[src/rtl/pipeline_pkg.sv]
// -----------------------------------------------------------------------------
// pipeline_pkg
//  Shared pipeline definitions for the fetch/decode boundary.
//  - NOP_INSTR : bubble encoding (addi x0,x0,0)
//  - PC_INC    : sequential fetch increment
//  - if_id_t   : contents of the IF/ID pipeline register
// -----------------------------------------------------------------------------
package pipeline_pkg;

   localparam logic [31:0] NOP_INSTR = 32'h0000_0013;
   localparam logic [31:0] PC_INC    = 32'h0000_0004;

   typedef struct packed {
      logic [31:0] pc;
      logic [31:0] pc_four;
      logic [31:0] instr;
      logic        insn_vld;
   } if_id_t;

endpackage

[src/rtl/pc_gen.sv]
// -----------------------------------------------------------------------------
// pc_gen
//  Fetch PC register with redirect/stall selection and +4 incrementer.
//  Optional feature macro: IF_STAGE_MISALIGN_CHK_EN (word-aligns redirect
//  targets before they reach the PC register).
//  Ports:
//   i_clk, i_rst_n  clock, synchronous active-low reset
//   i_stall         hold the PC
//   i_redirect      load i_redirect_pc (beats i_stall)
//   i_redirect_pc   redirect target
//   o_pc            current fetch PC (register output, no logic in path)
//   o_pc_plus4      o_pc + 4, modulo 2^32
// -----------------------------------------------------------------------------
module pc_gen
   import pipeline_pkg::*;
#(
   parameter logic [31:0] RESET_PC = 32'h0000_0000
) (
   input  logic        i_clk,
   input  logic        i_rst_n,
   input  logic        i_stall,
   input  logic        i_redirect,
   input  logic [31:0] i_redirect_pc,
   output logic [31:0] o_pc,
   output logic [31:0] o_pc_plus4
);

   logic [31:0] pc_q;
   logic [31:0] pc_d;
   logic [31:0] target_s;

`ifdef IF_STAGE_MISALIGN_CHK_EN
   // Misaligned targets are forced onto a word boundary; the flag lives in if_stage.
   assign target_s = {i_redirect_pc[31:2], 2'b00};
`else
   assign target_s = i_redirect_pc;
`endif

   assign o_pc       = pc_q;
   assign o_pc_plus4 = pc_q + PC_INC;

   // Next-PC selection: redirect, then stall, then sequential.
   always_comb begin
      pc_d = pc_q;
      if (i_redirect) begin
         pc_d = target_s;
      end else if (i_stall) begin
         pc_d = pc_q;
      end else begin
         pc_d = o_pc_plus4;
      end
   end

   // Fetch PC register.
   always_ff @(posedge i_clk) begin
      if (!i_rst_n) begin
         pc_q <= RESET_PC;
      end else begin
         pc_q <= pc_d;
      end
   end

endmodule

[src/rtl/if_stage.sv]
// -----------------------------------------------------------------------------
// if_stage
//  Instruction-fetch stage plus IF/ID pipeline register.
//  Optional feature macro: IF_STAGE_MISALIGN_CHK_EN (adds o_misalign_D).
//  Ports:
//   i_clk, i_rst_n   clock, synchronous active-low reset
//   i_stall          hold fetch PC and IF/ID contents
//   i_flush          load a bubble into IF/ID
//   i_redirect       taken branch/jump from EX (also bubbles IF/ID)
//   i_redirect_pc    redirect target
//   i_instr          instruction read combinationally at o_imem_addr
//   o_imem_addr      fetch PC
//   o_pc_D, o_pc_four_D, o_instr_D, o_insn_vld_D   decode-side IF/ID fields
//   o_misalign_D     (macro only) decode instruction came from a misaligned redirect
// -----------------------------------------------------------------------------
module if_stage
   import pipeline_pkg::*;
#(
   parameter logic [31:0] RESET_PC  = 32'h0000_0000,
   parameter logic [31:0] NOP_INSTR = pipeline_pkg::NOP_INSTR
) (
   input  logic        i_clk,
   input  logic        i_rst_n,
   input  logic        i_stall,
   input  logic        i_flush,
   input  logic        i_redirect,
   input  logic [31:0] i_redirect_pc,
   input  logic [31:0] i_instr,
`ifdef IF_STAGE_MISALIGN_CHK_EN
   output logic        o_misalign_D,
`endif
   output logic [31:0] o_imem_addr,
   output logic [31:0] o_pc_D,
   output logic [31:0] o_pc_four_D,
   output logic [31:0] o_instr_D,
   output logic        o_insn_vld_D
);

   logic [31:0] pc_f_s;
   logic [31:0] pc_f_plus4_s;
   if_id_t      if_id_q;
   if_id_t      if_id_d;
   logic        load_vld_s;

   pc_gen #(
      .RESET_PC (RESET_PC)
   ) u_pc_gen (
      .i_clk         (i_clk),
      .i_rst_n       (i_rst_n),
      .i_stall       (i_stall),
      .i_redirect    (i_redirect),
      .i_redirect_pc (i_redirect_pc),
      .o_pc          (pc_f_s),
      .o_pc_plus4    (pc_f_plus4_s)
   );

   assign o_imem_addr  = pc_f_s;
   assign o_pc_D       = if_id_q.pc;
   assign o_pc_four_D  = if_id_q.pc_four;
   assign o_instr_D    = if_id_q.instr;
   assign o_insn_vld_D = if_id_q.insn_vld;

`ifdef IF_STAGE_MISALIGN_CHK_EN
   logic sticky_q;
   logic sticky_d;
   logic misalign_q;
   logic misalign_d;

   // The instruction fetched from a misaligned target is delivered as invalid.
   assign load_vld_s   = ~sticky_q;
   assign o_misalign_D = misalign_q;

   // Sticky flag is armed by a misaligned redirect and consumed by the next IF/ID load.
   // Redirect takes precedence over flush so the hazard unit's companion flush does not clear it.
   always_comb begin
      sticky_d   = sticky_q;
      misalign_d = misalign_q;
      if (i_redirect) begin
         sticky_d   = (i_redirect_pc[1:0] != 2'b00);
         misalign_d = 1'b0;
      end else if (i_flush) begin
         sticky_d   = 1'b0;
         misalign_d = 1'b0;
      end else if (i_stall) begin
         sticky_d   = sticky_q;
         misalign_d = misalign_q;
      end else begin
         sticky_d   = 1'b0;
         misalign_d = sticky_q;
      end
   end

   // Misalign flag registers.
   always_ff @(posedge i_clk) begin
      if (!i_rst_n) begin
         sticky_q   <= 1'b0;
         misalign_q <= 1'b0;
      end else begin
         sticky_q   <= sticky_d;
         misalign_q <= misalign_d;
      end
   end
`else
   assign load_vld_s = 1'b1;
`endif

   // IF/ID next value: bubble on redirect/flush, hold on stall, otherwise capture fetch.
   always_comb begin
      if_id_d = if_id_q;
      if (i_redirect || i_flush) begin
         if_id_d.pc       = 32'h0000_0000;
         if_id_d.pc_four  = 32'h0000_0000;
         if_id_d.instr    = NOP_INSTR;
         if_id_d.insn_vld = 1'b0;
      end else if (i_stall) begin
         if_id_d = if_id_q;
      end else begin
         if_id_d.pc       = pc_f_s;
         if_id_d.pc_four  = pc_f_plus4_s;
         if_id_d.instr    = i_instr;
         if_id_d.insn_vld = load_vld_s;
      end
   end

   // IF/ID pipeline register.
   always_ff @(posedge i_clk) begin
      if (!i_rst_n) begin
         if_id_q.pc       <= 32'h0000_0000;
         if_id_q.pc_four  <= 32'h0000_0000;
         if_id_q.instr    <= NOP_INSTR;
         if_id_q.insn_vld <= 1'b0;
      end else begin
         if_id_q <= if_id_d;
      end
   end

endmodule
[config.mk]
export PLATFORM = sky130hd
export DESIGN_NAME = if_stage
export DESIGN_NICKNAME = d
export VERILOG_FILES = /design/src/rtl/pipeline_pkg.sv /design/src/rtl/pc_gen.sv /design/src/rtl/if_stage.sv
export SDC_FILE = /design/constraint.sdc
export NUM_CORES = 1
export LEC_CHECK = 0
export BUFFER_PORTS_ARGS = -buffer_cell sky130_fd_sc_hd__buf_2
export CAP_MARGIN = 20
export CORE_UTILIZATION = 30
export DETAILED_ROUTE_END_ITERATION = 12
export GPL_TIMING_DRIVEN = 0
export HOLD_SLACK_MARGIN = 0.15
export PLACE_DENSITY = 0.63
export SYNTH_ARGS = -nofsm -noshare
export SYNTH_HDL_FRONTEND = slang
export SYNTH_SLANG_ARGS = --single-unit
[constraint.sdc]
create_clock -name i_clk -period 2.1 [get_ports i_clk]
set_clock_uncertainty 0.1 [all_clocks]
set_input_delay 0.105 -clock i_clk [delete_from_list [all_inputs] [get_ports i_clk]]
set_output_delay 0.105 -clock i_clk [all_outputs]
set_load 0.005 [all_outputs]
==> impl_metrics.py <==
metrics = {
    "detailed_routing": {
        "drt-vias-per-instance": 4.66,
        "avgRoutedWirePerCell_um": 16.0,
        "vias": 5297,
        "drt_iter0_drc": 252,
        "drc": 0,
        "dr.pass1.iters": 4,
        "postRouteAntennaNets": 0,
        "routed_wl_um": 18200,
    },
    "placed_design": {
        "port_buffers": 197,
        "post-dp-hpwl_um": 12600,
        "routabilityCongestion": 0.787,
        "place_ws_ps": -242,
        "placed_cell_area_um2": 6770,
    },
    "setup_path": {
        "required_ps": 2280,
        "cp_max_fo": 7,
        "cp_top_family": "simple AND/OR/NAND/NOR gates",
        "cp_cell_sequence": "ha_4 > and4_1 > buf_4 > nand4_4 > nor4_1 > xnor2_1 > a21oi_1",
        "timing.critical_path.buf_inv": 1,
        "slowest_delay_ps": 400,
        "slowest_stage": "dfxtp_4",
        "crit_path_end_kind": "flop",
        "path_class": "flop to flop",
        "worstSetupStartpointType": "flop",
        "cp.arrival_ps": 2190,
    },
    "clock_tree": {
        "htree_levels": 4,
        "cts_made_buffers": 17,
        "cts_tree": "yes",
        "clock_latency_ps": 430,
        "clockRootBuffer": "clkbuf_16",
        "clock-sinks": 127,
        "clk_pin_slew_ps": 60,
        "cts_buffer_depth": 2,
    },
    "logic_synthesis": {
        "synth_nets": 675,
        "syn_inst": 605,
        "synth_edf_count": 0,
        "synth-seq-cells": 127,
        "yosysSeqAreaShare_pct": 46.3,
        "synth_top_area_share_pct": 46.3,
        "synth_top_area_cell": "dfxtp_1",
        "synth.area.top_cells": "dfxtp_1 (46%), mux2i_1 (12%), xnor2_1 (7.3%), nor2_1 (5.9%), a21oi_1 (4.9%)",
        "ys.flop_type": "dfxtp_1",
        "ys.warnings.count": 0,
        "async_flop_share_pct": 0,
        "synth.avg_cell_area_um2": 9.09,
        "syn_area_um2": 5500,
        "ys_types": 39,
    },
    "die": {
        "die_h_um": 137,
        "dieArea_um2": 18900,
        "start_util_pct": 30.6,
        "io_pins": 198,
        "die_w_um": 137,
        "core_um2": 18000,
        "placementRows": 49,
    },
    "power_and_ir_drop": {
        "intPower_mw": 4.69,
        "swShare_pct": 23.8,
        "pwr-share-clk_pct": 47.5,
        "p_leak_nw": 3.66,
        "combPwrFrac_pct": 11.0,
        "ir_drop_mv": 0.592,
        "power.total_mw": 6.16,
        "seq_power_share_pct": 41.6,
        "cellPowerDensity_nw_per_um2": 751,
        "power.switching_mw": 1.47,
    },
    "grt": {
        "grt_usage_pct": 18.8,
        "grt_pass1_vias": 4895,
        "grt.overflow.total": 0,
        "antenna_found_initial": 1,
        "grt_pass1_wl_um": 26200,
        "grt_max_degree": 17,
    },
    "layout": {
        "syn2layout_area_growth_pct": 49.1,
        "final_util_pct": 45.6,
        "drive_gt1_share_pct": 30.8,
        "final_area_um2": 8200,
        "fin_nets": 964,
    },
    "sta": {
        "slew_headroom_pct": 50.1,
        "finalCriticalPeriod_ps": 2000,
        "hold_viol_final": 0,
        "final.hold.worst_slack_ps": 180,
        "finalCritPeriodShare_pct": 95.3,
        "drv_slew": 0,
        "fin_ws_ps": 98.0,
        "tightest_slew_ps": 749,
        "timing.fmax_mhz": 499,
        "setup_viol": 0,
    },
    "hold_path": {
        "hp-class": "input pin to flop",
    },
    "outcome": {
        "status": "finished, final reports clean",
    },
    "flow_run": {
        "cap_violations": 0,
    },
}
[path summary, 6_finish.rpt]
check,cells after the start,to,slack (ps),startpoint
worst max-delay path,7,o_pc_four_D[26],100,u_pc_gen.o_pc[2]
worst min-delay path,5,o_pc_four_D[10],180,i_rst_n
worst max register to register,7,o_pc_four_D[26],100,u_pc_gen.o_pc[2]
worst min register to register,2,o_pc_four_D[9],360,o_pc_four_D[9]
[cell usage after synthesis (9+ instances only)]
| cell type | instances |
|---|---|
| nor3_1 | 11 |
| a21oi_1 | 54 |
| o21ai_0 | 49 |
| buf_2 | 18 |
| dfxtp_1 | 127 |
| nand2_1 | 30 |
| xor2_1 | 10 |
| nor2_1 | 86 |
| mux2i_1 | 66 |
| xnor2_1 | 46 |
| nand3_1 | 12 |
| nor4_1 | 9 |
| nand4_1 | 9 |
| clkbuf_1 | 26 |
[through the flow]
step | setup TNS, ps | cells
final | 0 | 1137
after global placement | -11720 | 1031
after floorplan | 0 | 605
after detailed placement | -10620 | 1031
after global routing | -28.2 | 1136
after CTS | 0 | 1133
[layout make-up]
type	count	area [µm²]
Buffer	57	285
Clock buffer	26	499
Inverter	3	11.3
Clock inverter	6	80.1
Multi-Input combinational cell	419	2760
Fill cell	1758	9770
Antenna cell	1	2.50
Timing Repair Buffer	269	1720
Tap cell	229	287
Sequential cell	127	2550
[sequential cells by signal, summed over array words and instances (netlist names)]
| name | cells |
|---|---|
| o_pc_D | 32 |
| o_instr_D | 32 |
| o_insn_vld_D | 1 |
| u_pc_gen.o_pc | 32 |
| o_pc_four_D | 30 |
[layout by cell type (no fill, tap or decap), types with 2 or more instances in the layout]
cell,n
buf_2,214
dfxtp_1,125
nor2_1,86
dlygate4sd3_1,70
mux2i_1,66
a21oi_1,54
o21ai_0,49
xnor2_1,46
clkbuf_1,31
nand2_1,29
clkbuf_16,18
nor3_1,11
nand3_1,10
xor2_1,10
buf_4,9
nand4_1,9
and4_1,6
nor4_2,5
and2_1,4
clkinv_2,4
clkbuf_8,4
buf_1,3
nand4_4,3
nand3_2,3
nor3_2,3
nor4_1,3
nor2b_1,3
inv_1,2
nand4_2,2
nor4_4,2
and3_1,2
o211a_1,2
bufinv_16,2
dfxtp_4,2
[layer usage]
metal  GRT usage [%]  part of all wire [%]
met4            6.59                   1.4
met1            23.3                    45
met5               0                     0
met3            6.29                   6.8
met2            30.4                    47
[cells by family (layout without fill, tap and decap cells)]
group	Yosys count	after routing	share of synthesized area [%]
buffers and inverters	60	361	5.21
DFF	127	127	46.3
and+or+nand+nor	187	188	17.3
muxes	66	66	12.0
other	0	1	0
AOI/OAI and AO/OA	108	108	10.1
adders and majority gates	1	1	0.228
xor gates and xnor gates	56	56	8.92
[worst register-to-register path, stage by stage (launching register included)]
cell and delay, ps:
dfxtp_4 400, ha_4 180, and4_1 200, buf_4 170
nand4_4 190, nor4_1 390, xnor2_1 160, a21oi_1 80
[power groups by stage]
stage                     registers [mW]  logic (mW)  clock network (mW)
after floorplan                     2.60       0.317                   0
after global placement              2.61       0.558                   0
after detailed placement            2.61       0.559                   0
after CTS                           2.56       0.667                2.98
after global routing                2.57       0.739                3.09
final                               2.56       0.674                2.92
[timing repair]
item | in CTS | in global routing
endpoints found under the setup margin | 17 | 19
gates resized for setup | 5 | 17
cloned | 0 | 2
hold buffers | 70 | 0
setup buffers | 0 | 1
endpoints found under the hold margin | 73 | 0
pin swaps | 1 | 1
Power figures use the tool's default switching activity.
